<file path="src/rtl/ram_arbiter.sv">
// ram_arbiter: two-port round-robin arbiter with lockable bursts in front of a single-port RAM
// Ports: clk/reset (sync, active-high); per port reqN, weN, lockN, addrN, wdataN in, gntN and rvalidN out;
// rdata = ram_q; ram_addr/ram_data/ram_we drive the RAM, ram_q is its registered-address read data.
module ram_arbiter #(
    parameter int DATA_WIDTH = 32,
    parameter int ADDR_WIDTH = 6
) (
    input  logic                  clk,
    input  logic                  reset,
    input  logic                  req0,
    input  logic                  req1,
    input  logic                  we0,
    input  logic                  we1,
    input  logic                  lock0,
    input  logic                  lock1,
    input  logic [ADDR_WIDTH-1:0] addr0,
    input  logic [ADDR_WIDTH-1:0] addr1,
    input  logic [DATA_WIDTH-1:0] wdata0,
    input  logic [DATA_WIDTH-1:0] wdata1,
    output logic                  gnt0,
    output logic                  gnt1,
    output logic                  rvalid0,
    output logic                  rvalid1,
    output logic [DATA_WIDTH-1:0] rdata,
    output logic [ADDR_WIDTH-1:0] ram_addr,
    output logic [DATA_WIDTH-1:0] ram_data,
    output logic                  ram_we,
    input  logic [DATA_WIDTH-1:0] ram_q
);
    logic prio, owner_valid, owner, rd_port_valid, rd_port;
    logic locked, sel_we, sel_lock, acc;
    always_comb begin
        // a lock only binds while its owner keeps requesting; dropping req frees the RAM this cycle
        locked   = owner_valid && (owner ? req1 : req0);
        gnt0     = !reset && req0 && (locked ? !owner : (!req1 || !prio));
        gnt1     = !reset && req1 && (locked ? owner : (!req0 || prio));
        acc      = gnt0 || gnt1;
        ram_addr = gnt1 ? addr1 : addr0;
        ram_data = gnt1 ? wdata1 : wdata0;
        sel_we   = gnt1 ? we1 : we0;
        sel_lock = gnt1 ? lock1 : lock0;
        ram_we   = acc && sel_we;
        // reset suppresses the strobe of a read accepted just before it
        rvalid0  = !reset && rd_port_valid && !rd_port;
        rvalid1  = !reset && rd_port_valid && rd_port;
        rdata    = ram_q;
    end
    always_ff @(posedge clk) begin
        if (reset) begin
            prio          <= 1'b0;
            owner_valid   <= 1'b0;
            owner         <= 1'b0;
            rd_port_valid <= 1'b0;
            rd_port       <= 1'b0;
        end else begin
            rd_port_valid <= acc && !sel_we;
            rd_port       <= gnt1;
            if (acc) begin
                prio        <= gnt0;
                owner_valid <= sel_lock;
                owner       <= gnt1;
            end else if (!locked) begin
                owner_valid <= 1'b0;
            end
        end
    end
endmodule

</file>
<file path="config.mk">
export PLATFORM = sky130hd
export DESIGN_NAME = ram_arbiter
export DESIGN_NICKNAME = d
export VERILOG_FILES = /design/src/rtl/ram_arbiter.sv
export SDC_FILE = /design/constraint.sdc
export NUM_CORES = 1
export LEC_CHECK = 0
export ABC_AREA = 1
export BUFFER_PORTS_ARGS = -buffer_cell sky130_fd_sc_hd__buf_2
export CAP_MARGIN = 20
export CORE_AREA = 4 4 71 73
export CTS_CLUSTER_SIZE = 16
export DETAILED_ROUTE_END_ITERATION = 7
export DIE_AREA = 0 0 75 77
export PLACE_DENSITY = 0.81
export SLEW_MARGIN = 20
export SYNTH_ARGS = -nofsm -noshare
export SYNTH_HDL_FRONTEND = slang
export SYNTH_SLANG_ARGS = --single-unit
export TNS_END_PERCENT = 50
</file>
<file path="constraint.sdc">
create_clock -name clk -period 5.26 [get_ports clk]
set_input_delay 1.578 -clock clk [delete_from_list [all_inputs] [get_ports clk]]
set_output_delay 1.578 -clock clk [all_outputs]
set_load 0.1 [all_outputs]
</file>
==> results by group, run 1 <==
Outcome
  – Status: complete, no violations

Final layout
  – Area growth, synth to finish: 98.7%
  – Commonest cells after routing, fill and taps aside: nand2_1, buf_2, buf_12, inv_1, nor2_1
  – Post-layout util: 47.7%
  – Nets: 416
  – Share of cells above drive strength 1: 44.8%
  – Commonest non-fill, non-tap cell in the layout: nand2_1
  – Ant. Diodes: 0

STA
  – Worst slew margin: between 60% and 70%
  – Worst slew pin tran: 0.492 ns
  – Skew final: 0.00118 ns
  – Final Slew Violations: 0
  – Unrepaired setup endpoints after global routing: false
  – Hold Fails Final Rpt: 0
  – Final Cycle Share: 86.6%
  – Final setup fails: 0
  – Post-Route Setup TNS: 0 ns
  – Final worst path period need: 4.55 ns
  – Final setup margin: 0.707 ns
  – Max Freq: 220 MHz

Worst setup path
  – Critical Path RT: approximately 3.7 ns
  – Reg2reg start: owner_valid$_SDFFE_PP0P_
  – Critical Path Sink Type: output pin
  – Reg2reg setup slack: 3.92 ns
  – CP Launch Point: req1
  – Crit path DAT: around 3 ns
  – WS Path Type: in -> out
  – Worst path slowest cell: inv_2
  – Critical-path cell list: buf_2 -> inv_1 -> nand2_1 -> nand2_1 -> nand2_1 -> nand2_1 -> nand2_2 -> inv_2 -> buf_12 -> nand2_1 -> nand2_1 -> buf_12
  – Crit path top cell by count: nand2_1
  – Worst Setup Start Kind: primary input
  – CP peak stage delay: 0.23 ns
  – CP max FO: 27

Route
  – Drt drc: 0
  – Total iterations of the first detailed-routing run: 4
  – Number of routed nets with antenna violations: 0
  – Total number of vias: 1514
  – Via density: 4.31
  – DRT iter0 DRCs: 36
  – Drt total wl: 4.15 mm
  – Average wire per standard cell: 11.8 µm

Floorplan
  – Cell Rows: 24
  – Die Y: 77 µm
  – Initial core utilization: 24.0%
  – Die W: 75 µm
  – Core footprint: roughly 4400 µm²
  – Die area: between 5000 and 6000 µm²
  – # IOs: 191

Global routing
  – First-pass GRT wire length: 6.14 mm
  – Gr usage total: 13.4%
  – GR Overflow Total: 0
  – Number of global-route vias before repair: 1391
  – Initial antenna violation count: 0
  – Largest net degree at the start of global routing: 28

Placement
  – IO Port Bufs: 126
  – Post-DP HPWL: 3.60 mm
  – Routability cong.: 0.801
  – Placement Setup Slack: 0.712 ns

CTS
  – Setup Fix Bufs, Post-CTS: 0
  – Sink Count: 5
  – Num CTS Buffers: 3
  – CTS Hold Bufs: 0
  – Worst-path clk slew: 0.04 ns
  – Clock latency on the worst-skew pair: 0.22 ns
  – PostCTS Resize Cnt: 0
  – CTS tree: yes
  – Htree depth: 1
  – Longest Clk Path Bufs: 2
  – CTS root buf: clkbuf_8

Power
  – Cell Int Power: 0.234 mW
  – Worst vdd ir: approximately 0.15 mV
  – Clk pwr share: 13.6%
  – Sequential cell fraction of total power: 8.3%
  – Switch Pwr: ~0.30 mW
  – Switching share of total power: 56.0%
  – Comb power frac: around 80%
  – Leak pwr: 1.27 nW
  – Pwr/cell area: between 200 and 300 nW/µm²

Min path
  – Hold WC Path Type: reg -> reg
  – HP Start: prio$_SDFFE_PP0P_

Job
  – Max-cap violations: 0

Logic synthesis
  – Syn Nets: 323
  – Syn Inst Count: 207
  – Post-synth cell types: 11
  – Register area share after synthesis: 9.57%
  – Synth area leader: nand2_1
  – Share of the synthesized area in the top cell type: 47.7%
  – #FFs+latches synth: 5
  – Largest cells by area after synthesis: nand2_1, buf_4, dfxtp_1, buf_6, inv_1
  – Yosys warning count: 0
  – Avg Cell Area, Syn: 5.05 µm²
  – Mapped Area: approximately 1000 µm²
layout make-up:
| cell class | instances | area [µm²] |
|---|---|---|
| tap | 52 | 65.1 |
| sequential | 5 | 100 |
| fill | 403 | 2280 |
| clock buffer | 4 | 45.0 |
| multi-input combinational | 148 | 568 |
| inverter | 13 | 48.8 |
| timing repair buffer | 129 | 1250 |
critical path, delay by kind of cell:
kind                   cells  cell delay [ns]
buffers and inverters      5             0.79
and+or+nand+nor            7             0.59
worst paths after layout:
path | cells after the start | to
min | 2 | prio$_SDFFE_PP0P_
min reg2reg | 2 | prio$_SDFFE_PP0P_
max reg2reg | 9 | rd_port_valid$_SDFF_PP0_
max | 12 | ram_data[5]
sequential cells by signal, indices dropped and copies added, names as in the netlist:
signal,flops
owner_valid,1
owner,1
prio,1
rd_port_valid,1
rd_port,1
routing by layer:
metal / track usage, % / vias to the layer above / routed length [µm]
met5: 0 / - / 0
met4: 7.30 / 0 / 191
met3: 3.92 / 23 / 508
met2: 25.1 / 94 / 2150
met1: 12.2 / 638 / 1290
li1: - / 759 / -
stage by stage:
stage          cell area [µm²]  power [mW]  cells  hold slack, ns
5_1_grt                   2080       0.556    351           0.523
4_1_cts                   2080       0.537    351           0.493
3_3_place_gp              2030       0.460    347           0.477
3_5_place_dp              2030       0.463    347           0.488
6_report                  2080       0.532    351           0.491
2_1_floorplan             1050       0.417    207           0.456
power groups by stage:
| stage | sequential, mW | clock (mW) | combinational [mW] |
|---|---|---|---|
| 6_report | 0.0443 | 0.0723 | 0.416 |
| 5_1_grt | 0.0446 | 0.0781 | 0.433 |
| 4_1_cts | 0.0442 | 0.0746 | 0.418 |
| 3_5_place_dp | 0.0448 | 0 | 0.418 |
| 3_3_place_gp | 0.0444 | 0 | 0.416 |
| 2_1_floorplan | 0.0439 | 0 | 0.373 |
synthesized netlist by cell type:
| cell type | n |
|---|---|
| nand3b_1 | 1 |
| nor2_1 | 8 |
| inv_1 | 12 |
| buf_4 | 32 |
| nand2_1 | 133 |
| buf_6 | 7 |
| dfxtp_1 | 5 |
| inv_2 | 1 |
| buf_2 | 2 |
| nand2_2 | 1 |
| nand3_1 | 5 |
logic make-up (layout without fill, tap and decap cells):
| family | count (synthesis) | count (layout) | share of synthesized area [%] |
|---|---|---|---|
| and+or+nand+nor | 148 | 148 | 54.3 |
| buffers and inverters | 54 | 146 | 36.1 |
| DFF | 5 | 5 | 9.57 |
(Power assumes the default switching activity.)
==> inputs of run 2 (changes only) <==
--- a/config.mk
+++ b/config.mk
@@ -5,14 +5,17 @@
 export SDC_FILE = /design/constraint.sdc
 export NUM_CORES = 1
 export LEC_CHECK = 0
-export ABC_AREA = 1
 export BUFFER_PORTS_ARGS = -buffer_cell sky130_fd_sc_hd__buf_2
 export CAP_MARGIN = 20
-export CORE_AREA = 4 4 71 73
+export CELL_PAD_IN_SITES_DETAIL_PLACEMENT = 1
+export CELL_PAD_IN_SITES_GLOBAL_PLACEMENT = 1
+export CORE_ASPECT_RATIO = 1.25
+export CORE_MARGIN = 4
+export CORE_UTILIZATION = 16
 export CTS_CLUSTER_SIZE = 16
 export DETAILED_ROUTE_END_ITERATION = 7
-export DIE_AREA = 0 0 75 77
-export PLACE_DENSITY = 0.81
+export PLACE_DENSITY = 0.93
+export SETUP_SLACK_MARGIN = 0.02
 export SLEW_MARGIN = 20
 export SYNTH_ARGS = -nofsm -noshare
 export SYNTH_HDL_FRONTEND = slang
==> run 2 against run 1 <==
Compared with the run above: critical path depth decreased by 6; synthesized cell count decreased by 50%; critical endpoint is now ram_data[16]; cell count decreased by 20%; die area increased by 33%; utilization decreased by 20 points; design area decreased by 18%; clock skew increased by 0.0020 ns; routed wire length decreased by 1.5%; first-iteration DRC count decreased by 81%; synthesized area decreased by 3.5%; non-clock buffer count decreased by 2.
==> results by group, run 2 <==
Power
  – Comb power frac: 73.9%
  – Worst vdd ir: 0.113 mV
  – Clk pwr share: 16.2%
  – Leak pwr: 0.849 nW
  – Switching share of total power: between 50% and 60%
  – Switch Pwr: approximately 0.25 mW
  – Pwr/cell area: roughly 260 nW/µm²
  – Cell Int Power: between 0.15 and 0.2 mW
  – Sequential cell fraction of total power: 9.9%

CTS
  – Setup Fix Bufs, Post-CTS: 0
  – Worst-path clk slew: about 0.040 ns
  – Sink Count: 5
  – Num CTS Buffers: 3
  – PostCTS Resize Cnt: 0
  – CTS root buf: clkbuf_8
  – CTS tree: yes
  – Longest Clk Path Bufs: 2
  – Htree depth: 1
  – CTS Hold Bufs: 0
  – Clock latency on the worst-skew pair: 0.22 ns

Logic synthesis
  – Post-synth cell types: 19
  – Synth Area in Compound Gates: 11.6%
  – Register area share after synthesis: 9.91%
  – Yosys warning count: 0
  – Top-count cell post-synth: mux2_2
  – Post-synth EDFFs: 0
  – Synth cell count leaders: mux2_2, buf_4, dfxtp_1
  – Avg Cell Area, Syn: about 9.7 µm²
  – Largest cells by area after synthesis: mux2_2, buf_4, dfxtp_1, clkbuf_8, mux2_4
  – Mapped Area: between 1000 and 1500 µm²
  – Multiplexer share of the synthesized area: 45.6%
  – #FFs+latches synth: 5
  – Share of the synthesized area in the top cell type: 40.1%
  – Syn Inst Count: approximately 100
  – Area share of fa/ha/maj cells after synthesis: 0%
  – Largest family of logic cells by synthesized area: multiplexers
  – Top_reg_cell synth: dfxtp_1
  – Syn Nets: 220
  – Synth Area in Simple Gates: roughly 1.7%
  – Synth area leader: mux2_2
  – Xor/xnor cell area share of the yosys netlist: 0%
  – Async set-reset flop share out of synthesis: 0%

Global routing
  – GR Overflow Total: 0
  – First-pass GRT wire length: 6.17 mm
  – Largest net degree at the start of global routing: 41
  – Initial antenna violation count: 0
  – Gr usage total: 9.67%
  – Number of global-route vias before repair: 1276

Min path
  – Hold Path End: owner$_SDFFE_PP0P_
  – Min-Delay Path Depth: 1
  – HP Start: owner$_SDFFE_PP0P_
  – Hold WC Path Type: reg -> reg

Floorplan
  – Die area: 7650 µm²
  – # IOs: 191
  – Die Y: 96.8 µm
  – Die W: 79.1 µm
  – Initial core utilization: 16.4%
  – Core footprint: 6170 µm²
  – Cell Rows: 32

Final layout
  – Final Non-Filler Cells: around 280
  – Nets: 314
  – Area growth, synth to finish: 67.8%
  – Commonest non-fill, non-tap cell in the layout: buf_2
  – Share of cells above drive strength 1: 87.8%
  – # fillers: 775
  – Ant. Diodes: 0
  – Design area: 1690 µm²
  – Area occupied by multi-input gates: 601 µm²
  – Commonest cells after routing, fill and taps aside: buf_2, mux2_2, buf_12, dfxtp_1
  – FF/Latch Area: 100 µm²

STA
  – Final Cycle Share: 88.1%
  – Max Freq: 216 MHz
  – Final setup margin: around 0.63 ns
  – Skew final: 0.00318 ns
  – Worst slew pin tran: slightly above 0.6 ns
  – Final Slew Violations: 0
  – Hold Fails Final Rpt: 0
  – Final worst path period need: roughly 4.6 ns
  – Final setup fails: 0
  – Worst slew margin: 58.3%
  – Unrepaired setup endpoints after global routing: false
  – Min Hold Slack: 0.534 ns

Route
  – Total iterations of the first detailed-routing run: 4
  – Average wire per standard cell: 14.5 µm
  – Drt total wl: 4.08 mm
  – Via density: 3.99
  – Drt drc: 0
  – Number of routed nets with antenna violations: 0
  – Total number of vias: 1125
  – DRT iter0 DRCs: 7

Worst setup path
  – Worst Setup Start Kind: primary input
  – WS Path Type: in -> out
  – Crit path DAT: 3.06 ns
  – Worst reg-to-reg path cell count: 4
  – R2r endpoint: owner$_SDFFE_PP0P_
  – Reg2reg start: owner_valid$_SDFFE_PP0P_
  – CP max FO: 40
  – Critical Path Sink Type: output pin
  – Reg2reg setup slack: 3.67 ns
  – Critical Path RT: roughly 3.7 ns

Outcome
  – Status: complete, no violations

Placement
  – Placement Setup Slack: slightly above 0.6 ns
  – Area after DPL: approximately 1600 µm²
  – Placed insts: roughly 280
  – Routability cong.: between 0.7 and 0.8
  – Post-DP HPWL: 3.65 mm
  – IO Port Bufs: approximately 130

Job
  – Max-cap violations: 0
## run 2: worst max-delay path: stages
cell and delay (ns):
buf_2 0.13, inv_1 0.13, a211oi_4 0.27, buf_12 0.25, mux2_2 0.37, buf_2 0.29
## run 2: logic make-up (layout without fill, tap and decap cells)
group	count (synthesis)	after routing
and+or+nand+nor	3	3
buffers and inverters	41	134
muxes	40	40
AOI/OAI and AO/OA	15	15
DFF	5	5
## run 2: worst max path at each step
stage | from | cells past startpoint | slack (ns) | end
2_1_floorplan | reset | 2 | -0.35 | rvalid0
3_3_place_gp | req1 | 6 | 0.67 | ram_data[10]
3_5_place_dp | req1 | 6 | 0.62 | ram_data[10]
4_1_cts | req1 | 6 | 0.61 | ram_data[10]
5_1_grt | req1 | 6 | 0.55 | ram_data[9]
6_report | req1 | 6 | 0.63 | ram_data[16]
## run 2: metrics by stage
stage	total power, mW	utilization, %	setup TNS [ns]
2_1_floorplan	0.396	-	-0.350
3_3_place_gp	0.360	26.7	0
3_5_place_dp	0.366	26.7	0
4_1_cts	0.438	27.5	0
5_1_grt	0.450	27.5	0
6_report	0.434	27.5	0
## run 2: power by group through the flow
stage                     Clock [mW]  Sequential (mW)  Combinational [mW]
final                         0.0702           0.0429               0.321
after global routing          0.0751           0.0432               0.332
after CTS                     0.0721           0.0428               0.323
after detailed placement           0           0.0434               0.323
after global placement             0           0.0430               0.317
after floorplan                    0           0.0426               0.354
## run 2: final cells by class
cell class,count,area share [%]
clock buffer,4,2.66
inverter,3,0.665
multi-input combinational,58,35.5
timing repair buffer,127,49.0
tap,85,6.28
sequential,5,5.91
## run 2: per-layer routing
metal  track usage, %  routed length, µm
met5                0                  0
met4             2.91                 73
met3             4.10                604
met2             18.9               2200
met1             8.62               1200
==> inputs of run 3 (changes only) <==
--- a/config.mk
+++ b/config.mk
@@ -5,16 +5,17 @@
 export SDC_FILE = /design/constraint.sdc
 export NUM_CORES = 1
 export LEC_CHECK = 0
+export ABC_AREA = 1
 export BUFFER_PORTS_ARGS = -buffer_cell sky130_fd_sc_hd__buf_2
 export CAP_MARGIN = 20
 export CELL_PAD_IN_SITES_DETAIL_PLACEMENT = 1
 export CELL_PAD_IN_SITES_GLOBAL_PLACEMENT = 1
 export CORE_ASPECT_RATIO = 1.25
 export CORE_MARGIN = 4
-export CORE_UTILIZATION = 16
+export CORE_UTILIZATION = 13
 export CTS_CLUSTER_SIZE = 16
 export DETAILED_ROUTE_END_ITERATION = 7
-export PLACE_DENSITY = 0.93
+export PLACE_DENSITY = 0.85
 export SETUP_SLACK_MARGIN = 0.02
 export SLEW_MARGIN = 20
 export SYNTH_ARGS = -nofsm -noshare
==> constraint.sdc (replaced) <==
create_clock -name clk -period 4.9 [get_ports clk]
set_input_delay 1.47 -clock clk [delete_from_list [all_inputs] [get_ports clk]]
set_output_delay 1.47 -clock clk [all_outputs]
set_load 0.1 [all_outputs]
==> run 3 against run 2 <==
Compared with the run above: non-clock buffer count increased by 3; setup slack worse by 0.21 ns; via count grew 38%; sequential share of layout area shrank 1.3 points; design area grew 27%; sequential cell count unchanged; sequential power grew 11%; cell count up 40%; worst hold slack got worse by 0.030 ns; routed wire length increased by 13%.
==> results by group, run 3 (synthesized netlist as in run 1, its figures left out) <==
Outcome
  – Status: complete, no violations

Worst setup path
  – Critical-path cell list: buf_2 -> inv_1 -> nand2_1 -> nand2_1 -> nand2_1 -> nand2_1 -> nand2_2 -> buf_4 -> buf_4 -> nand2_1 -> nand2_1 -> buf_12
  – Worst reg-to-reg path cell count: 8
  – Crit path DAT: 3.02 ns
  – CP peak stage delay: between 0.2 and 0.3 ns
  – Sum of buffers and inverters on the critical path: 5
  – Reg2reg setup slack: 3.49 ns
  – CP max FO: 18
  – Crit path top cell by count: nand2_1
  – Critical Path RT: 3.43 ns
  – Delay-heaviest family, CP: buffers and inverters
  – CP Depth: 12
  – Reg2reg start: owner$_SDFFE_PP0P_
  – WS Path Type: in -> out
  – Worst path slowest cell: buf_4
  – Critical Path Sink Type: output pin
  – R2r endpoint: owner_valid$_SDFFE_PP0P_
  – Worst Setup Start Kind: primary input

Final layout
  – FF/Latch Area: 100 µm²
  – Share of cells above drive strength 1: 45.0%
  – Ant. Diodes: 0
  – Commonest non-fill, non-tap cell in the layout: nand2_1
  – Final Non-Filler Cells: 395
  – Area growth, synth to finish: 106%
  – Nets: 417
  – # fillers: 992
  – Commonest cells after routing, fill and taps aside: nand2_1, buf_2, buf_12, inv_1, nor2_1
  – Area occupied by multi-input gates: about 570 µm²

Floorplan
  – Die W: 88.2 µm
  – Die area: about 9600 µm²
  – Core footprint: 7840 µm²
  – # IOs: 191
  – Die Y: around 110 µm
  – Initial core utilization: 13.3%
  – Cell Rows: 36

Power
  – Leak pwr: 1.28 nW
  – Pwr/cell area: 267 nW/µm²
  – Worst vdd ir: 0.140 mV

Global routing
  – Initial antenna violation count: 0
  – Largest net degree at the start of global routing: 31
  – First-pass GRT wire length: 6.92 mm
  – GR Overflow Total: 0
  – Number of global-route vias before repair: roughly 1500
  – Gr usage total: roughly 8.9%

CTS
  – Clock latency on the worst-skew pair: 0.22 ns
  – CTS tree: yes
  – Sink Count: 5
  – Num CTS Buffers: 3
  – Setup Fix Bufs, Post-CTS: 0
  – PostCTS Resize Cnt: 0
  – Longest Clk Path Bufs: 2
  – Htree depth: 1
  – Worst-path clk slew: approximately 0.030 ns
  – CTS Hold Bufs: 0
  – CTS root buf: clkbuf_8

Min path
  – Hold WC Path Type: reg -> reg
  – Min-Delay Path Depth: 2
  – Hold Path End: prio$_SDFFE_PP0P_
  – HP Start: prio$_SDFFE_PP0P_

STA
  – Final setup fails: 0
  – Final worst path period need: 4.49 ns
  – Final Slew Violations: 0
  – Min Hold Slack: 0.504 ns
  – Worst slew margin: 67.1%
  – Hold Fails Final Rpt: 0
  – Final Cycle Share: 91.6%
  – Post-Route Setup TNS: 0 ns
  – Unrepaired setup endpoints after global routing: false
  – Max Freq: 223 MHz
  – Worst slew pin tran: 0.496 ns
  – Skew final: about 0.00084 ns

Route
  – Top routing layer used: met4
  – Met3 WL: about 600 µm
  – Met1 wire length: 1.39 mm
  – Total number of vias: 1553
  – Drt total wl: 4.60 mm
  – DRT iter0 DRCs: 17
  – Via density: 3.93
  – Metal2 WL: 2.56 mm
  – Drt drc: 0
  – Number of routed nets with antenna violations: 0
  – Average wire per standard cell: 11.7 µm
  – Total iterations of the first detailed-routing run: 4

Placement
  – IO Port Bufs: 126
  – Placed insts: 391
  – Routability cong.: 0.717
  – Post-DP HPWL: approximately 4.1 mm

Job
  – Max-cap violations: 0
## run 3: report_power, final
part	leakage, nW	switching (mW)	internal, mW	total, mW
registers	0.0415	0.00271	0.0447	0.0475
clock network	0.0228	0.0190	0.0557	0.0748
logic	1.22	0.299	0.154	0.453
## run 3: worst register-to-register path: cells and delay by family, from the launching register on
kind	cells	cell delay, ns
buf+inv	2	0.30
simple gates	6	0.63
flops	1	0.37
## run 3: through the flow
stage	power [mW]	setup WS, ns	instance area (µm²)	utilization [%]
detailed placement	0.505	0.373	2110	26.9
CTS	0.583	0.371	2150	27.5
finish	0.575	0.414	2150	27.5
floorplan	0.447	0.0881	1050	-
global placement	0.499	0.470	2110	26.9
global route	0.601	0.211	2150	27.5
## run 3: final cells by class
| cell class | count | share of cell area, % |
|---|---|---|
| Clock buffer | 4 | 2.09 |
| Inverter | 13 | 2.26 |
| Multi-Input combinational cell | 148 | 26.4 |
| Sequential cell | 5 | 4.65 |
| Timing Repair Buffer | 130 | 59.1 |
| Tap cell | 95 | 5.52 |
## run 3: worst max-delay path by stage
stage	from	endpoint	slack [ns]
after global placement	req1	ram_data[12]	0.47
after CTS	req1	ram_data[18]	0.37
after global routing	req1	ram_data[4]	0.21
after floorplan	req1	ram_we	0.09
final	req1	ram_data[18]	0.41
after detailed placement	req1	ram_data[18]	0.37
## run 3: metal layers
layer | track usage [%] | up-vias
met5 | 0 | -
met4 | 2.70 | 0
met3 | 2.44 | 18
met2 | 18.7 | 87
met1 | 7.89 | 688
li1 | - | 760
